File: config.mk
export PLATFORM = sky130hd
export DESIGN_NAME = traffic_demand_ctrl
export DESIGN_NICKNAME = d
export VERILOG_FILES = /design/src/rtl/traffic_pkg.sv /design/src/rtl/btn_debounce.sv /design/src/rtl/traffic_demand_ctrl.sv
export SDC_FILE = /design/constraint.sdc
export NUM_CORES = 1
export LEC_CHECK = 0
export CAP_MARGIN = 20
export CORE_MARGIN = 3
export CORE_UTILIZATION = 39
export DETAILED_ROUTE_END_ITERATION = 10
export GPL_TIMING_DRIVEN = 0
export PLACE_DENSITY = 0.79
export SETUP_SLACK_MARGIN = 0.02
export SYNTH_ARGS = -nofsm -noshare
export SYNTH_HDL_FRONTEND = slang
export SYNTH_SLANG_ARGS = --single-unit
File: constraint.sdc
create_clock -name clk -period 1.4 [get_ports clk]
set_input_delay 0.14 -clock clk [delete_from_list [all_inputs] [get_ports clk]]
set_output_delay 0.14 -clock clk [all_outputs]
set_load 0.05 [all_outputs]
File: src/rtl/traffic_pkg.sv
// ---------------------------------------------------------------------------
// traffic_pkg
// Shared definitions for the traffic-light front end: cycle timing constants,
// the green-time budget split, the approach index and the demand FSM states.
// No ports (package).
// ---------------------------------------------------------------------------
package traffic_pkg;

    localparam int TCYCLE    = 200;  // total light cycle, ticks
    localparam int TO        = 10;   // orange per approach, ticks
    localparam int TG_MIN    = 20;   // guaranteed green per approach, ticks
    localparam int NUM_APP   = 4;
    localparam int NUM_UNITS = 8;

    // Green budget left after the four orange phases, and the size of one
    // demand-driven unit once every approach has its minimum.
    localparam int G_BUDGET   = TCYCLE - NUM_APP * TO;
    localparam int UNIT_TICKS = (G_BUDGET - NUM_APP * TG_MIN) / NUM_UNITS;

    localparam logic [7:0] TG_DEFAULT = 8'd40;
    localparam logic [7:0] TG_MIN_W8  = 8'(TG_MIN);
    localparam logic [7:0] UNIT_W8    = 8'(UNIT_TICKS);

    typedef enum logic [1:0] {
        N = 2'd0,
        E = 2'd1,
        S = 2'd2,
        W = 2'd3
    } approach_e;

    typedef enum logic [1:0] {
        COUNT  = 2'd0,
        ALLOC  = 2'd1,
        COMMIT = 2'd2
    } tdc_state_e;

endpackage

File: src/rtl/btn_debounce.sv
// ---------------------------------------------------------------------------
// btn_debounce
// Turns a bouncing push-button into a single one-cycle request pulse.
// The raw input is registered once; a press is accepted on the edge that sees
// the DEB_CYCLES-th consecutive high registered sample, and the detector only
// re-arms after DEB_CYCLES consecutive low registered samples.
//
// Parameters: DEB_CYCLES  stable samples required (2..255)
// Ports:
//   clk    in   system clock
//   reset  in   synchronous active-high reset (leaves the detector armed)
//   raw    in   raw button level
//   pulse  out  one-cycle accepted-press pulse
// ---------------------------------------------------------------------------
module btn_debounce #(
    parameter int DEB_CYCLES = 4
) (
    input  logic clk,
    input  logic reset,
    input  logic raw,
    output logic pulse
);

    localparam logic [7:0] RUN_LAST = 8'(DEB_CYCLES - 1);

    logic       raw_q;
    logic       armed_q;
    logic [7:0] run_q;

    // One run counter serves both directions: while armed it counts high
    // samples (towards a press), while disarmed it counts low samples
    // (towards re-arming). A sample of the other level restarts the run.
    always_ff @(posedge clk) begin
        if (reset) begin
            raw_q   <= 1'b0;
            armed_q <= 1'b1;
            run_q   <= '0;
            pulse   <= 1'b0;
        end else begin
            raw_q <= raw;
            pulse <= 1'b0;
            if (raw_q == armed_q) begin
                if (run_q == RUN_LAST) begin
                    run_q   <= '0;
                    armed_q <= ~armed_q;
                    pulse   <= armed_q;
                end else begin
                    run_q <= run_q + 8'd1;
                end
            end else begin
                run_q <= '0;
            end
        end
    end

endmodule

File: src/rtl/traffic_demand_ctrl.sv
// ---------------------------------------------------------------------------
// traffic_demand_ctrl
// Front-end conditioner for the four-way traffic light controller.
//  - Debounces the pedestrian and emergency buttons into one-cycle pulses.
//  - Counts vehicle arrivals per approach over a WIN_LEN-cycle window and, at
//    each window end, splits the spare green budget into 8 units of 10 ticks
//    handed out greedily by weight (weight halves after each win, ties go
//    N, E, S, W). Every approach keeps TG_MIN; an all-zero window yields 40
//    each. Result appears 9 edges after the window-end edge with tg_valid.
//
// Build option: define TDC_ADAPTIVE_EN to build the demand logic. Without it
// TGx are constant 40, tg_valid is 0 and car_x are ignored.
//
// Parameters: DEB_CYCLES (2..255), WIN_LEN (16..65535)
// Ports:
//   clk, reset                  clock, synchronous active-high reset
//   ped_raw, em_raw             raw buttons
//   car_n/e/s/w                 vehicle detectors (high while present)
//   ped_button, em_button       one-cycle request pulses
//   TGn/TGe/TGs/TGw [7:0]       green durations in ticks
//   tg_valid                    one-cycle strobe on TGx update
// ---------------------------------------------------------------------------
module traffic_demand_ctrl
    import traffic_pkg::*;
#(
    parameter int DEB_CYCLES = 4,
    parameter int WIN_LEN    = 200
) (
    input  logic       clk,
    input  logic       reset,
    input  logic       ped_raw,
    input  logic       em_raw,
    input  logic       car_n,
    input  logic       car_e,
    input  logic       car_s,
    input  logic       car_w,
    output logic       ped_button,
    output logic       em_button,
    output logic [7:0] TGn,
    output logic [7:0] TGe,
    output logic [7:0] TGs,
    output logic [7:0] TGw,
    output logic       tg_valid
);

    btn_debounce #(.DEB_CYCLES(DEB_CYCLES)) u_deb_ped (
        .clk   (clk),
        .reset (reset),
        .raw   (ped_raw),
        .pulse (ped_button)
    );

    btn_debounce #(.DEB_CYCLES(DEB_CYCLES)) u_deb_em (
        .clk   (clk),
        .reset (reset),
        .raw   (em_raw),
        .pulse (em_button)
    );

`ifdef TDC_ADAPTIVE_EN

    localparam logic [15:0] WIN_LAST = 16'(WIN_LEN - 1);

    logic [NUM_APP-1:0] car_now;
    logic [NUM_APP-1:0] car_q;
    logic [NUM_APP-1:0] car_rise;
    logic [7:0]         cnt_q  [NUM_APP];
    logic [7:0]         wgt_q  [NUM_APP];
    logic [7:0]         acc_q  [NUM_APP];
    logic [7:0]         tg_q   [NUM_APP];
    logic [15:0]        win_q;
    logic               win_end;
    logic [2:0]         unit_q;
    logic               all_zero_q;
    logic [1:0]         win_idx;
    logic [7:0]         best_w;
    tdc_state_e         state_q;
    tdc_state_e         state_d;

    assign car_now  = {car_w, car_s, car_e, car_n};
    assign car_rise = car_now & ~car_q;
    assign win_end  = (win_q == WIN_LAST);

    // Heaviest approach; strict '>' keeps the lowest index on ties.
    always_comb begin
        win_idx = 2'd0;
        best_w  = wgt_q[0];
        for (int i = 1; i < NUM_APP; i++) begin
            if (wgt_q[i] > best_w) begin
                best_w  = wgt_q[i];
                win_idx = 2'(i);
            end
        end
    end

    always_comb begin
        state_d = state_q;
        case (state_q)
            COUNT:   if (win_end) state_d = ALLOC;
            ALLOC:   if (unit_q == 3'(NUM_UNITS - 1)) state_d = COMMIT;
            COMMIT:  state_d = COUNT;
            default: state_d = COUNT;
        endcase
    end

    always_ff @(posedge clk) begin
        if (reset) state_q <= COUNT;
        else       state_q <= state_d;
    end

    always_ff @(posedge clk) begin
        if (reset) begin
            car_q    <= '0;
            win_q    <= '0;
            unit_q   <= '0;
            tg_valid <= 1'b0;
            for (int i = 0; i < NUM_APP; i++) begin
                cnt_q[i] <= '0;
                tg_q[i]  <= TG_DEFAULT;
            end
        end else begin
            car_q    <= car_now;
            tg_valid <= 1'b0;
            win_q    <= win_end ? 16'd0 : win_q + 16'd1;

            // A rise on the window-end edge belongs to the new window.
            for (int i = 0; i < NUM_APP; i++) begin
                if (win_end)
                    cnt_q[i] <= {7'd0, car_rise[i]};
                else if (car_rise[i] && cnt_q[i] != 8'hFF)
                    cnt_q[i] <= cnt_q[i] + 8'd1;
            end

            case (state_q)
                COUNT: begin
                    if (win_end) begin
                        for (int i = 0; i < NUM_APP; i++) begin
                            wgt_q[i] <= cnt_q[i];
                            acc_q[i] <= TG_MIN_W8;
                        end
                        all_zero_q <= ((cnt_q[0] | cnt_q[1] | cnt_q[2] | cnt_q[3]) == 8'd0);
                        unit_q     <= '0;
                    end
                end
                ALLOC: begin
                    acc_q[win_idx] <= acc_q[win_idx] + UNIT_W8;
                    wgt_q[win_idx] <= wgt_q[win_idx] >> 1;
                    unit_q         <= unit_q + 3'd1;
                end
                COMMIT: begin
                    for (int i = 0; i < NUM_APP; i++)
                        tg_q[i] <= all_zero_q ? TG_DEFAULT : acc_q[i];
                    tg_valid <= 1'b1;
                end
                default: ;
            endcase
        end
    end

    assign TGn = tg_q[N];
    assign TGe = tg_q[E];
    assign TGs = tg_q[S];
    assign TGw = tg_q[W];

`else

    logic unused_cars;
    localparam int unused_win_len = WIN_LEN;

    assign unused_cars = ^{car_n, car_e, car_s, car_w};
    assign TGn         = TG_DEFAULT;
    assign TGe         = TG_DEFAULT;
    assign TGs         = TG_DEFAULT;
    assign TGw         = TG_DEFAULT;
    assign tg_valid    = 1'b0;

`endif

endmodule

After elaboration in Yosys (flattened, before gate mapping)
Index checks and enable logic that the tools add are counted.
{"block": "classes", "n_eq_ne": 4, "n_reduce_logical": 6, "addsub": 2, "bitwise": 6}
{"cell": "adder 8 x 1 -> 8 bit, second input constant", "n": 2}
{"cell": "equality test 8 x 2 -> 1 bit, second input constant", "n": 2}
{"cell": "OR reduction 3 bit", "n": 4}
{"cell": "NOT 1 bit", "n": 6}
{"cell": "AND reduction 2 bit", "n": 2}
{"cell": "equality test 1 bit", "n": 2}
{"block": "totals", "inputBits": 8, "wordCells": 26, "regBits": 22, "out_inout_bits": 35}

Logic depth before layout (Yosys ltp)
{"block": "logic_depth", "word_depth": 3, "depth_mapped": 4, "depth_no_buf": 4}

Hierarchy
Synthesis repeated with hierarchy kept, for this count alone.
{"block": "unflattened", "cells_unflattened": 131, "hier_area_um2": 1136.1}
{"module": "btn_debounce", "cells_per_inst": 48, "instances": 2, "seq_area_each_um2": 220.2, "area_per_inst_um2": 440.4}
{"module": "traffic_demand_ctrl", "cells_per_inst": 35, "instances": 1, "seq_area_each_um2": 0.0, "area_per_inst_um2": 255.2}

Worst setup path after synthesis
Ideal clock, no wire load.
{"block": "synth_timing", "path_kind": "flip-flop to flip-flop", "start": "register u_deb_ped.run_q[0]", "end": "register u_deb_ped.run_q[3]", "path_buffers": 0, "t_arrival_ps": 1287, "setup_slack_ps": -10, "synth_period_minus_slack_ps": 1410, "path_stages_with_launch": 5, "setup_ps": 123, "t_required_ps": 1277, "cell_sequence": "dfxtp_1 ha_1 or3b_2 o211ai_2 nor2_1"}
{"block": "synth_via", "elab_chain_len": 2, "elab_cells_between_ends": 3, "cone_classes": "1 x add/sub; 1 x eq/ne; 1 x reduce/logical"}
{"item": "start, declared", "line": "btn_debounce.sv:28", "rtl": "logic [7:0] run_q;"}
{"item": "start signal, assigned", "line": "btn_debounce.sv:48", "rtl": "run_q <= run_q + 8'd1;"}
{"item": "branches (longest 2 deep; another with adder 8 x 1 -> 8 bit)"}
Parallel ways; which one is timed is not known.
A chain may end at the register's enable or synchronous reset.

Worst setup path in the final report
{"block": "layout_timing", "start": "register u_deb_ped.run_q[1]", "end": "register u_deb_ped.run_q[1]"}
Same word-level chain as after synthesis.

==> flow_summary.ini <==
[place]
dp_hpwl_mm = 1.32
portBuffers = 5
dpl_cell_area_um2 = 1370
numPlacedInstances = 200
gp_congestion = 0.805
dp_slack_ns = -0.103

[power_and_ir_drop]
finalPower_mw = 1.21
p_leak_nw = 0.657
vdd_drop_max_uv = 552
p_per_area_nw_per_um2 = 798

[final_layout]
final_cell_mix = buf_4 (40), conb_1 (33), dfxtp_1 (14)
insertedDiodeCount = 0
utilization = 0.546
layout_commonest_cell = buf_4
nFillCells = 257
stdcell_count = 210
nNetsFinal = 191
area_growth_pct = 31.4
final_area_um2 = 1520
layout-drive-gt1-share = 0.352

[sta]
fin_ws_ns = 0.00887
max_freq_mhz = 719
drv_slew = 0
holdWs_ns = 0.388
timing.final.crit_share = 0.994
finalHoldViolCount = 0
setup_viol = 0
fin_setup_tns_ns = 0
rsz0062_at_grt = true
skew_ns = 0.000637
fin_crit_ns = 1.39

[grt]
antenna_found_initial = 0
grt_max_degree = 12
grt_pass1_wl_mm = 3.12
grt_pass1_vias = 720
grt_overflow = 0
grt.total_usage = 0.113

[setup_path]
critPathRequiredTime_ns = 1.59
start_kind = register
end_kind = register
cp_max_fo = 5
arrival_ns = 1.58
setup.worst_path.class = register to register

[floorplan]
fp.dieW_um = 60.4
die_h_um = 60.4
ios = 43
coreArea_um2 = 2780
dieArea_um2 = 3650
std_cell_rows = 19
start_util = 0.415

[synth]
yosysWarnings = 0
async_flop_share = 0
syn-instance-count = 133
synth.distinct_cells = 27
synth_xor_area_frac = 0.0531
yosys.area_share.simple = 0.207
synthAdderAreaFrac = 0.0217
synth-edff-count = 0
synth.area.mux_share = 0.00867
synth_compound_area_frac = 0.0910
synth_ff_type = dfxtp_1
syn_area_per_cell_um2 = 8.68
syn-cell-area_um2 = 1150
synth_top_family_by_area = buffers and inverters
synth_seq_cells = 22
ys_seq_area_frac = 0.381

[clock_network]
cts_root_buf = clkbuf_4
htree_num_levels = 1
ctsHoldBuffers = 0
cts.path.max_buffers = 2
numCtsBuffers = 3
clk_pin_slew_ns = 0.11
cts_tree = built
cts_sinks = 22
clk_latency_ns = 0.29

[drt]
viasPerCell = 4.29
wl_per_cell_um = 9.89
num_vias = 901
drt_iter0_drc = 14
drtAntennaViolNets = 0
drc = 0
drt-total-wl_mm = 2.08
dr.pass1.iters = 4

[worst_hold_path]
hold_class = primary input to register

[run]
max-cap-violations = 0

[run_status]
status = complete, no violations
[logic make-up (layout without fill, tap and decap cells)]
family                     Yosys count  after routing
other                                2             33
and+or+nand+nor                     43             43
AOI/OAI and AO/OA                   18             18
buffers and inverters               38             53
muxes                                1              1
adders and majority gates            2              2
DFF                                 22             22
xor gates and xnor gates             7              7
[Yosys cell counts, types with 2 or more instances]
master,number,area [µm²]
xnor2_1,2,17.5
nor2_1,9,33.8
nor2b_1,3,18.8
inv_1,5,18.8
ha_1,2,25.0
buf_4,33,248
xor2_1,5,43.8
o21ai_0,7,35.0
nand2_1,6,22.5
a21oi_1,8,40.0
nand3_1,7,35.0
dfxtp_1,22,440
nand4_1,2,12.5
or3_1,6,37.5
nor3_1,3,15.0
conb_1,2,7.51
[worst max-delay path, stage by stage (launching register included)]
cell and delay, ns:
dfxtp_2 0.37, ha_4 0.14, or3b_4 0.40, o211ai_4 0.29
nor2_1 0.07
[final cells by class]
cell class	instances	area [µm²]	area share
tap	31	38.8	0.0256
timing repair buffer	12	100	0.0660
multi-input combinational	104	632	0.416
clock buffer	3	22.5	0.0148
buffer	33	248	0.163
sequential	22	458	0.302
inverter	5	18.8	0.0124
[layer usage]
metal,part of all wire,track usage
met1,0.43,0.154
met5,0,0
met2,0.48,0.174
met3,0.084,0.0128
met4,0.0048,0.0650
[power by group]
group	internal (mW)	switching [mW]	leakage, nW
sequential	0.628	0.00687	0.183
combinational	0.0819	0.224	0.460
clock	0.100	0.170	0.0138
[state kept, by name (all words and copies together), names as in the netlist]
signal             flops
u_deb_em.armed_q       1
u_deb_em.pulse         1
u_deb_em.raw_q         1
u_deb_em.run_q         8
u_deb_ped.armed_q      1
u_deb_ped.pulse        1
u_deb_ped.raw_q        1
u_deb_ped.run_q        8
[repair_timing]
item	4_1_cts	5_1_grt
cloned	0	0
pin swaps	3	4
endpoints found under the setup margin	17	17
resized for setup	11	12
setup buffers	1	6
[final timing paths]
| check | from | to | slack [ns] | cells past startpoint |
|---|---|---|---|---|
| setup / recovery | u_deb_ped.run_q[1]$_SDFF_PP0_ | u_deb_ped.run_q[1]$_SDFF_PP0_ | 0.009 | 4 |
| hold / removal | em_raw | u_deb_em.raw_q$_SDFF_PP0_ | 0.39 | 2 |
| setup reg to reg | u_deb_ped.run_q[1]$_SDFF_PP0_ | u_deb_ped.run_q[1]$_SDFF_PP0_ | 0.009 | 4 |
| hold reg to reg | u_deb_em.run_q[0]$_SDFF_PP0_ | u_deb_em.run_q[0]$_SDFF_PP0_ | 0.47 | 1 |
Power figures use the tool's default switching activity.
